$ cat src/rtl/lcd12864_gfx_ctrl.sv
// ST7920 128x64 graphic-mode controller (8-bit parallel, write-only).
// Runs power-on wait, init and clear once, then streams a framebuffer to GDRAM.
module lcd12864_gfx_ctrl #(
    parameter int CLK_DIV    = 1800,
    parameter int POR_WAIT   = 2000000,
    parameter int CLEAR_WAIT = 80000,
    parameter int ROWS       = 64,
    parameter int ROW_BYTES  = 16,
    parameter int ADDR_W     = 10
) (
    input  logic              clk,
    input  logic              rst,
    input  logic              start,
    input  logic              continuous,
    output logic              busy,
    output logic              done,
    output logic [ADDR_W-1:0] fb_addr,
    input  logic [7:0]        fb_data,
    output logic              lcd_rs,
    output logic              lcd_rw,
    output logic              lcd_en,
    output logic [7:0]        lcd_dat
);
    localparam int SLOT_LEN = 2 * CLK_DIV;
    localparam int SLOT_W   = $clog2(SLOT_LEN);
    localparam int ROW_W    = $clog2(ROWS);
    localparam int COL_W    = $clog2(ROW_BYTES);

    typedef enum logic [3:0] {
        S_POR, S_FUNC, S_DISP, S_CLR, S_CLR_WAIT, S_EXT, S_GFX,
        S_IDLE, S_SET_Y, S_SET_X, S_DATA, S_FIN
    } state_t;

    state_t            state, next_state;
    logic [SLOT_W-1:0] slot_cnt;
    logic [31:0]       wait_cnt;
    logic [ROW_W-1:0]  row;
    logic [ROW_W-1:0]  row_y;
    logic [COL_W-1:0]  col;
    logic [7:0]        data_q;
    logic              init_done;
    logic              in_slot, slot_end, last_col, last_row, upper_half;
    logic              por_done, clr_done;

    assign in_slot    = state inside {S_FUNC, S_DISP, S_CLR, S_EXT, S_GFX,
                                      S_SET_Y, S_SET_X, S_DATA};
    assign slot_end   = in_slot && (slot_cnt == SLOT_W'(SLOT_LEN - 1));
    assign last_col   = (col == COL_W'(ROW_BYTES - 1));
    assign last_row   = (row == ROW_W'(ROWS - 1));
    assign upper_half = (row >= ROW_W'(ROWS / 2));
    assign row_y      = upper_half ? row - ROW_W'(ROWS / 2) : row;
    assign por_done   = (wait_cnt + 32'd1 >= 32'(POR_WAIT));
    assign clr_done   = (wait_cnt + 32'd1 >= 32'(CLEAR_WAIT));
    assign lcd_rw     = 1'b0;

    // NOTE: sequential state uses non-blocking assignments so every register
    // samples the pre-edge values of the others.
    always_ff @(posedge clk) begin
        if (rst) state <= S_POR;
        else     state <= next_state;
    end

    always_comb begin
        next_state = state;
        unique case (state)
            S_POR:      if (por_done) next_state = S_FUNC;
            S_FUNC:     if (slot_end) next_state = S_DISP;
            S_DISP:     if (slot_end) next_state = S_CLR;
            S_CLR:      if (slot_end) next_state = S_CLR_WAIT;
            S_CLR_WAIT: if (clr_done) next_state = S_EXT;
            S_EXT:      if (slot_end) next_state = S_GFX;
            S_GFX:      if (slot_end) next_state = S_IDLE;
            S_IDLE:     if (start && init_done) next_state = S_SET_Y;
            S_SET_Y:    if (slot_end) next_state = S_SET_X;
            S_SET_X:    if (slot_end) next_state = S_DATA;
            S_DATA:     if (slot_end && last_col) next_state = last_row ? S_FIN : S_SET_Y;
            S_FIN:      next_state = continuous ? S_SET_Y : S_IDLE;
            default:    next_state = S_POR;
        endcase
    end

    // fb_addr runs one slot ahead of the data on the bus; it is held on the
    // second-to-last column so it never passes ROWS*ROW_BYTES-1.
    always_ff @(posedge clk) begin
        if (rst) begin
            slot_cnt  <= '0;
            wait_cnt  <= '0;
            row       <= '0;
            col       <= '0;
            fb_addr   <= '0;
            data_q    <= '0;
            init_done <= 1'b0;
        end else begin
            slot_cnt <= (in_slot && !slot_end) ? slot_cnt + 1'b1 : '0;
            wait_cnt <= ((state == S_POR && !por_done) ||
                         (state == S_CLR_WAIT && !clr_done)) ? wait_cnt + 32'd1 : '0;
            if (state == S_GFX && slot_end)
                init_done <= 1'b1;
            if ((state == S_SET_X || state == S_DATA) && slot_end)
                data_q <= fb_data;
            case (state)
                S_IDLE, S_FIN: begin
                    row     <= '0;
                    col     <= '0;
                    fb_addr <= '0;
                end
                S_SET_X: if (slot_end) begin
                    col     <= '0;
                    fb_addr <= fb_addr + 1'b1;
                end
                S_DATA: if (slot_end) begin
                    col <= col + 1'b1;
                    if (last_col) begin
                        if (!last_row) begin
                            row     <= row + 1'b1;
                            fb_addr <= fb_addr + 1'b1;
                        end
                    end else if (col != COL_W'(ROW_BYTES - 2)) begin
                        fb_addr <= fb_addr + 1'b1;
                    end
                end
                default: ;
            endcase
        end
    end

    // NOTE: every output gets a default first so no path can infer a latch.
    always_comb begin
        lcd_rs  = 1'b0;
        lcd_dat = 8'h00;
        busy    = (state != S_IDLE);
        done    = (state == S_FIN);
        lcd_en  = in_slot && (slot_cnt != '0) && (slot_cnt <= SLOT_W'(CLK_DIV));
        case (state)
            S_FUNC:  lcd_dat = 8'h30;
            S_DISP:  lcd_dat = 8'h0C;
            S_CLR:   lcd_dat = 8'h01;
            S_EXT:   lcd_dat = 8'h34;
            S_GFX:   lcd_dat = 8'h36;
            S_SET_Y: lcd_dat = 8'h80 | 8'(row_y);
            S_SET_X: lcd_dat = upper_half ? 8'h88 : 8'h80;
            S_DATA: begin
                lcd_rs  = 1'b1;
                lcd_dat = data_q;
            end
            default: ;
        endcase
    end
endmodule

$ cat config.mk
export PLATFORM = sky130hd
export DESIGN_NAME = lcd12864_gfx_ctrl
export DESIGN_NICKNAME = d
export VERILOG_FILES = /design/src/rtl/lcd12864_gfx_ctrl.sv
export SDC_FILE = /design/constraint.sdc
export NUM_CORES = 1
export LEC_CHECK = 0
export ABC_AREA = 1
export BUFFER_PORTS_ARGS = -buffer_cell sky130_fd_sc_hd__clkbuf_2
export CAP_MARGIN = 20
export CORE_ASPECT_RATIO = 0.7
export CORE_MARGIN = 2
export CORE_UTILIZATION = 50
export CTS_BUF_LIST = sky130_fd_sc_hd__clkbuf_16
export DETAILED_ROUTE_END_ITERATION = 7
export GPL_TIMING_DRIVEN = 0
export PLACE_DENSITY = 0.75
export SLEW_MARGIN = 20
export SYNTH_ARGS = -nofsm -noshare
export SYNTH_HDL_FRONTEND = slang
export SYNTH_SLANG_ARGS = --single-unit
export TNS_END_PERCENT = 5
$ cat constraint.sdc
create_clock -name clk -period 3.1 [get_ports clk]
set_clock_uncertainty 0.15 [all_clocks]
set_input_delay 0.62 -clock clk [delete_from_list [all_inputs] [get_ports clk]]
set_output_delay 0.62 -clock clk [all_outputs]
set_load 0.01 [all_outputs]
==> impl_summary.md, run 1 <==
Run status
The flow ran to the end, and the final reports show no timing, DRC or antenna violations.

Pwr
The static leakage is 0.00210 uW. The power density relative to cell area is 539 nW/um2. In this run the power spent charging and discharging nets is 846 uW. The clock network fraction of design power is 40.9%. Net switching is 30.4% of the power.

The share of total power dissipated in sequential elements is 39.1%. The part of the total power dissipated in combinational logic is 20.0%. IR analysis of the VDD net gives a maximum drop of 314 uV. Internal power comes to 1940 uW.

Floorplan
The chip height is 83.2 um. The core region is 8580 um2. The die width is 117 um. Pin placement for this block handled 35 I/O pins.

The floorplan step defined a die boundary enclosing 9740 um2. The initial core utilization is 52.2%. The floorplan has 28 rows.

Synth
The fraction of registers with async set or reset after synthesis is 0%. The top cell type by area accounts for 34.4% of the synthesized area. Each instance of the synthesized netlist takes up on average 6.55 um2.

The count of flip-flops with a built-in enable after synthesis is 0. The mapped netlist covers 4480 um2. Counting flops and latches in the post-synthesis netlist gives 77.

After technology mapping, the gate count stands at 684. The count of synthesis-stage warnings from yosys is 0. Among all flip-flop cells after synthesis, the most frequent one is dfxtp_1. The share of synthesized area occupied by flip-flops and latches is 34.4%.

The cell accounting for the most synthesized area is dfxtp_1. By area the synthesized netlist is led by dfxtp_1 (34%), nand2_1 (16%), nor2_1 (8.5%). The unique cell type count in the Yosys netlist is 45.

Clocking
Once the clock tree was built, the resizer swapped 0 gates to a different size. The root buffer cell chosen for the clock tree is clkbuf_16. In this run the deepest clock path goes through 2 buffers. The tree built by TritonCTS fans out to 77 sinks.

The clock transition at the registers of the reported paths is 60 ps. After clock tree synthesis, the flow added hold-fix buffers numbering 0. The number of buffers created by CTS is 9.

The clock latency reported for the late side of the worst-skew pair is 330 ps. CTS built an H-tree with a depth of 3. The number of setup buffers added after CTS is 0. The CTS tree is built.

Detailed routing
In this run the remaining antenna-violating nets after routing total 0. In the routed layout, each cell is associated on average with a via count of 5.09. Summing over every cut layer, the via total after detailed routing is 4399. Summed over all layers, the routed wires come to 10.6 mm.

In the final routed layout, each cell accounts on average for 12.3 um. The number of search-and-repair iterations in the first detailed-routing pass is 6. The iteration-0 DRC count of the detailed router is 425. In the routed design, unresolved DRC markers number 0.

Global route
Global routing used 22.4% of the available tracks. The via count of the first global-routing pass is 3938. The overflow left after global routing is 0. The number of antenna violations at the first check in global routing is 0. The first-pass GRT wire length is 17.6 mm.

The largest net degree at the start of global routing is 15.

Timing
For this run, the top clock speed supported by timing is 0.347 GHz. The share of the clock period used by the worst path after layout is 93.1%. For the pin with the worst max-slew slack, the measured transition is 510 ps. The count of final max-slew check failures is 0. Setup violations remaining at the end of the flow were counted as 0. The worst pin sits at a relative slew slack of 65.1%. Setup repair after global routing left no endpoint under its margin. The sum of negative setup slack is 0 ps. The count of final hold-check violations is 0. The minimum hold slack is 303 ps. The final critical-path required period is 2890 ps.

Run
Across the run, the number of max-cap violations was 0.

Placed design
The half-perimeter wire length after placement is 8.17 mm. The placer's final routability congestion estimate is 0.957. The quantity of I/O buffers inserted on ports is 33.

Worst setup path
The category of the most critical setup path is reg -> out. STA classifies the critical path startpoint as a flip-flop. At the worst endpoint, the arrival time is 2120 ps. The maximum net fanout on the critical path is 6. The type of element capturing the critical path is an output port. Data on the critical path is required at its endpoint by 2330 ps.

Cells and area
The final-layout fill cell count is 790. The proportion of layout cells with a drive suffix above 1 is 14.2%. The net total in the final layout is 760. From synthesis to final layout, the design area changed by 15.2%. The antenna diode count is 0.

Hold path
The path type of the worst min-delay path is reg -> reg.
power groups by stage:
stage                     Clock [uW]  Sequential [uW]  Combinational (uW)
after floorplan                    0             1100                 401
after global placement             0             1100                 535
after detailed placement           0             1110                 547
after CTS                       1160             1090                 550
after global routing            1220             1090                 628
final                           1140             1090                 558
cell usage in the layout (no fill, tap or decap), drive strengths merged, types with 9 or more instances in the layout:
master / synthesis / routed
nor3: 15 / 15
ha: 9 / 9
nand3b: 11 / 11
nand2: 199 / 199
nor2: 130 / 130
dfxtp: 77 / 77
clkbuf: 4 / 46
xor2: 9 / 9
inv: 91 / 92
conb: 1 / 12
o21ai: 21 / 21
a21oi: 32 / 32
nand3: 36 / 36
flip-flops by register name, indices dropped and copies added (netlist names):
register,count
fb_addr,10
state,4
slot_cnt,12
col,4
row,6
data_q,8
wait_cnt,32
init_done,1
critical path: stages, from the launching register on:
cell	delay, ps
dfxtp_1	460
inv_2	90
nor2_1	210
nand2_1	180
nand2_1	130
a221oi_2	60
a2111oi_0	430
clkbuf_2	230
kinds of logic after synthesis:
group                    synth area share, %
AND/OR/NAND/NOR                         41.2
buffers and inverters                   8.75
flip-flops                              34.4
AO/OA/AOI/OAI                           10.5
adder cells (fa/ha/maj)                 2.51
XOR/XNOR                                2.54
other                                 0.0837
Yosys cell counts (all sizes together) (5+ instances only):
cell	instances
a21oi	32
nor3	15
a211oi	5
nand3b	11
nand2	199
nand3	36
nand4	8
o21ai	21
inv	91
nor2	130
xor2	9
ha	9
dfxtp	77
per-stage QoR:
step	power [uW]	setup WS, ps	util [%]	std cells	instance area, um2
after floorplan	1500	793	-	695	4520
after global placement	1640	513	56.3	848	4830
after detailed placement	1650	442	56.3	848	4830
after CTS	2800	215	60.1	864	5160
after global routing	2940	42.1	60.1	864	5160
final	2780	214	60.1	864	5160
final cells by class:
type | instances | area [um2] | area share (%)
multi-input combinational | 519 | 2590 | 50.1
sequential | 77 | 1540 | 29.9
inverter | 91 | 342 | 6.62
clock buffer | 9 | 225 | 4.36
timing repair buffer | 33 | 165 | 3.20
tap | 120 | 150 | 2.91
clock inverter | 7 | 98.8 | 1.92
buffer | 8 | 51.3 | 0.994
metal layers:
layer	vias up	global-route usage, %	part of all wire [%]
met5	-	0	0
met4	0	5.78	1.4
met3	19	5.47	7.7
met2	162	33.1	43
met1	1955	32.6	48
li1	2263	-	-
worst paths after layout:
kind                          start                 endpoint  slack [ps]  cells past startpoint
min          data_q[5]$_SDFFE_PP0P_   data_q[5]$_SDFFE_PP0P_         300                      2
max           state[1]$_SDFFE_PP0P_                   lcd_en         210                      7
max reg2reg  wait_cnt[0]$_SDFF_PP0_  wait_cnt[20]$_SDFF_PP0_         340                     16
min reg2reg  data_q[5]$_SDFFE_PP0P_   data_q[5]$_SDFFE_PP0P_         300                      2
Power figures use the tool's default switching activity.
==> run 2: changes to the inputs <==
--- a/config.mk
+++ b/config.mk
@@ -10,12 +10,11 @@
 export CAP_MARGIN = 20
 export CORE_ASPECT_RATIO = 0.7
 export CORE_MARGIN = 2
-export CORE_UTILIZATION = 50
+export CORE_UTILIZATION = 35
 export CTS_BUF_LIST = sky130_fd_sc_hd__clkbuf_16
 export DETAILED_ROUTE_END_ITERATION = 7
 export GPL_TIMING_DRIVEN = 0
-export PLACE_DENSITY = 0.75
-export SLEW_MARGIN = 20
+export PLACE_DENSITY = 0.58
 export SYNTH_ARGS = -nofsm -noshare
 export SYNTH_HDL_FRONTEND = slang
 export SYNTH_SLANG_ARGS = --single-unit
==> impl_summary.md, run 2 (synthesized netlist as in run 1, its figures left out) <==
Worst setup path
The worst endpoint data arrival time was 2030 ps (was 2120 ps). The register-to-register setup slack is 360 ps (was 340 ps). The type of element capturing the critical path was an output port (unchanged). The most common cell type on the critical path is nand2_1 (unchanged). The number of cells on the worst reg-to-reg path is 13 (was 16). The reg-to-reg endpoint is fb_addr[4]$_SDFFE_PP0P_ (was wait_cnt[20]$_SDFF_PP0_). The critical register-to-register path startpoint is slot_cnt[0]$_SDFF_PP0_ (was wait_cnt[0]$_SDFF_PP0_). The end of the critical path was lcd_en (unchanged). The category of the most critical setup path is reg -> out (unchanged). The kind of launch point of the worst setup path is a flip-flop (unchanged). Chain of cells forming the critical path: inv_2 -> nor2_1 -> nand2_1 -> nand2_1 -> a221oi_2 -> a2111oi_1 -> clkbuf_2 (was inv_2 -> nor2_1 -> nand2_1 -> nand2_1 -> a221oi_2 -> a2111oi_0 -> clkbuf_2). The maximum single-stage delay on the critical path is 460 ps (about the same).

The critical path startpoint was state[1]$_SDFFE_PP0P_ (unchanged). The critical path's slowest cell is dfxtp_1 (unchanged). The maximum net fanout on the critical path came to 6 (unchanged). The required time reported for the critical path endpoint was 2330 ps (about the same).

Global route
The largest net degree at the start of global routing is 16 (was 15). The first-pass GRT wire length was 19.2 mm (was 17.6 mm). The overflow left after global routing is 0 (unchanged). The combined global-route utilization of all metal layers came to 17.1% (was 22.4%). The via count of the first global-routing pass was 4081 (was 3938). The number of antenna violations at the first check in global routing is 0 (unchanged).

Clocking
The maximum level of the CTS H-tree was 3 (unchanged). The clock transition at the registers of the reported paths is 70 ps (was 60 ps). The clock root buffer is clkbuf_16 (unchanged). The number of hold buffers added after cts is 0 (unchanged). The buffer levels on the longest clock path is 2 (unchanged).

The number of buffers created by CTS is 9 (unchanged). The CTS tree was built (unchanged). The clock latency reported for the late side of the worst-skew pair is 340 ps (was 330 ps). The number of clock sinks is 77 (unchanged).

Detailed routing
The iteration-0 DRC count of the detailed router came to 250 (was 425). The final antenna-violating net count is 0 (unchanged). The number of search-and-repair iterations in the first detailed-routing pass is 5 (was 6). The average vias per placed instance is 4.77 (was 5.09). The routed length per instance came to 12.3 um (about the same). The sum of routed wire length over all layers came to 11.2 mm (was 10.6 mm). The number of DRC violations after detailed routing is 0 (unchanged).

The vias after detailed routing is 4323 (was 4399).

Cells and area
The proportion of layout cells with a drive suffix above 1 was 14.4% (was 14.2%). Top library cells by usage in the layout, fill and taps aside: nand2_1 (188), nor2_1 (102), inv_1 (88) (unchanged). The summed area of non-filler cells in the final layout is 5170 um2 (was 5160 um2).

The area growth from synthesis to layout is 15.5% (was 15.2%). The antenna diode count is 0 (unchanged). The net total in the final layout is 760 (unchanged).

The final-layout fill cell count is 1317 (was 790). The top register by number of flip-flops is wait_cnt (unchanged). The most common library cell in the layout ignoring fill and taps was nand2_1 (unchanged). The flip-flop count of the largest register after layout is 32 (unchanged). Largest registers: wait_cnt x32, slot_cnt x12, fb_addr x10 (unchanged).

Pwr
The sequential fraction of design power is 40.7% (was 39.1%). The internal cell power is 1780 uW (was 1940 uW). The static leakage was 0.00208 uW (was 0.00210 uW).

The net load switching power is 887 uW (was 846 uW). The part of the total power dissipated in combinational logic is 21.1% (was 20.0%). The clock network fraction of design power is 38.1% (was 40.9%). The power density relative to cell area is 516 nW/um2 (was 539 nW/um2). The largest vdd supply drop is 294 uV (was 314 uV). The share of total power consumed by net switching is 33.2% (was 30.4%).

Timing
The sum of negative setup slack is 0 ps (unchanged). The final critical-path required period was 2800 ps (was 2890 ps). The count of final max-slew check failures came to 0 (unchanged). The worst slew slack as a fraction of its limit came to 66.0% (was 65.1%). Unrepaired setup endpoints after global routing: false (unchanged). The share of the clock period used by the worst path after layout came to 90.4% (was 93.1%). The post-route worst setup slack was 298 ps (was 214 ps). The pin slew with the least headroom to its limit was 505 ps (was 510 ps).

The count of final hold-check violations is 0 (unchanged). The highest attainable clock frequency came to 0.357 GHz (was 0.347 GHz). The total setup violations reported at the end of the flow is 0 (unchanged).

Floorplan
The chip height is 98.6 um (was 83.2 um). The area of the core is 12500 um2 (was 8580 um2). The number of placed I/O pins is 35 (unchanged). The floorplan row count came to 34 (was 28). The floorplan die area is 13700 um2 (was 9740 um2). The die width is 139 um (was 117 um). The initial core utilization is 35.9% (was 52.2%).

Run status
Status: finished, final reports clean (unchanged).

Placed design
The quantity of I/O buffers inserted on ports is 33 (unchanged). The placer's final routability congestion estimate came to 0.918 (was 0.957). The worst slack after detailed placement came to 397 ps (was 442 ps).

The half-perimeter wire length after placement is 8.83 mm (was 8.17 mm). The total placed instance area was 4890 um2 (was 4830 um2).

Run
The number of max-cap violations is 0 (unchanged).

Hold path
The path type of the worst min-delay path is reg -> reg (unchanged).
run 2: changes by cell type in the layout (fill, tap and decap cells not counted):
cell / delta
a2111oi_0: -1
a2111oi_1: +1
bufinv_16: -2
clkinv_1: -1
clkinv_2: +1
inv_6: +2
run 2: stage by stage:
stage / utilization (%) / instances / power, uW / hold WS, ps
floorplan: - / 695 / 1500 / 275
global route: 41.5 / 906 / 2840 / 339
global placement: 39.2 / 890 / 1660 / 287
detailed placement: 39.2 / 890 / 1660 / 295
CTS: 41.5 / 906 / 2690 / 305
finish: 41.5 / 906 / 2670 / 302
run 2: worst min-delay path by stage:
stage / from / to / slack (ps) / depth (start not counted)
after floorplan: data_q[5]$_SDFFE_PP0P_ / data_q[5]$_SDFFE_PP0P_ / 270 / 2
after global placement: data_q[5]$_SDFFE_PP0P_ / data_q[5]$_SDFFE_PP0P_ / 290 / 2
after detailed placement: data_q[5]$_SDFFE_PP0P_ / data_q[5]$_SDFFE_PP0P_ / 290 / 2
after CTS: data_q[5]$_SDFFE_PP0P_ / data_q[5]$_SDFFE_PP0P_ / 300 / 2
after global routing: init_done$_SDFFE_PP0P_ / init_done$_SDFFE_PP0P_ / 340 / 1
final: data_q[5]$_SDFFE_PP0P_ / data_q[5]$_SDFFE_PP0P_ / 300 / 2
run 2: worst max-delay path: cells and delay by family, from the launching register on:
family | cells | cell delay [ps]
buf+inv | 2 | 310
simple gates | 3 | 480
flops | 1 | 460
compound gates | 2 | 460
run 2: power groups by stage:
stage          Clock, uW  Sequential [uW]  Combinational, uW
3_5_place_dp           0             1110                556
2_1_floorplan          0             1100                401
6_report            1020             1090                564
3_3_place_gp           0             1110                553
5_1_grt             1080             1100                656
4_1_cts             1050             1090                559
run 2: area by class of cell:
| cell class | instances | area, um2 | share of cell area (%) |
|---|---|---|---|
| multi-input cells | 519 | 2590 | 50.0 |
| flip-flops and latches | 77 | 1540 | 29.8 |
| inverters | 91 | 342 | 6.60 |
| clock buffers | 9 | 225 | 4.35 |
| well taps | 162 | 203 | 3.92 |
| repair buffers | 33 | 165 | 3.19 |
| clock inverters | 7 | 57.6 | 1.11 |
| plain buffers | 8 | 51.3 | 0.992 |
run 2: routing by layer:
metal  vias to the layer above  global-route usage, %  wire, um
met1                      1962                   25.2      5890
met5                         -                      0         0
met3                        10                   3.89       599
met2                        81                   25.5      4570
li1                       2270                      -         -
met4                         0                   4.12       109
run 2: timing repair:
action                                  4_1_cts  5_1_grt
setup buffers                                 0        0
endpoints found under the setup margin        0        4
gates resized for setup                       0        3
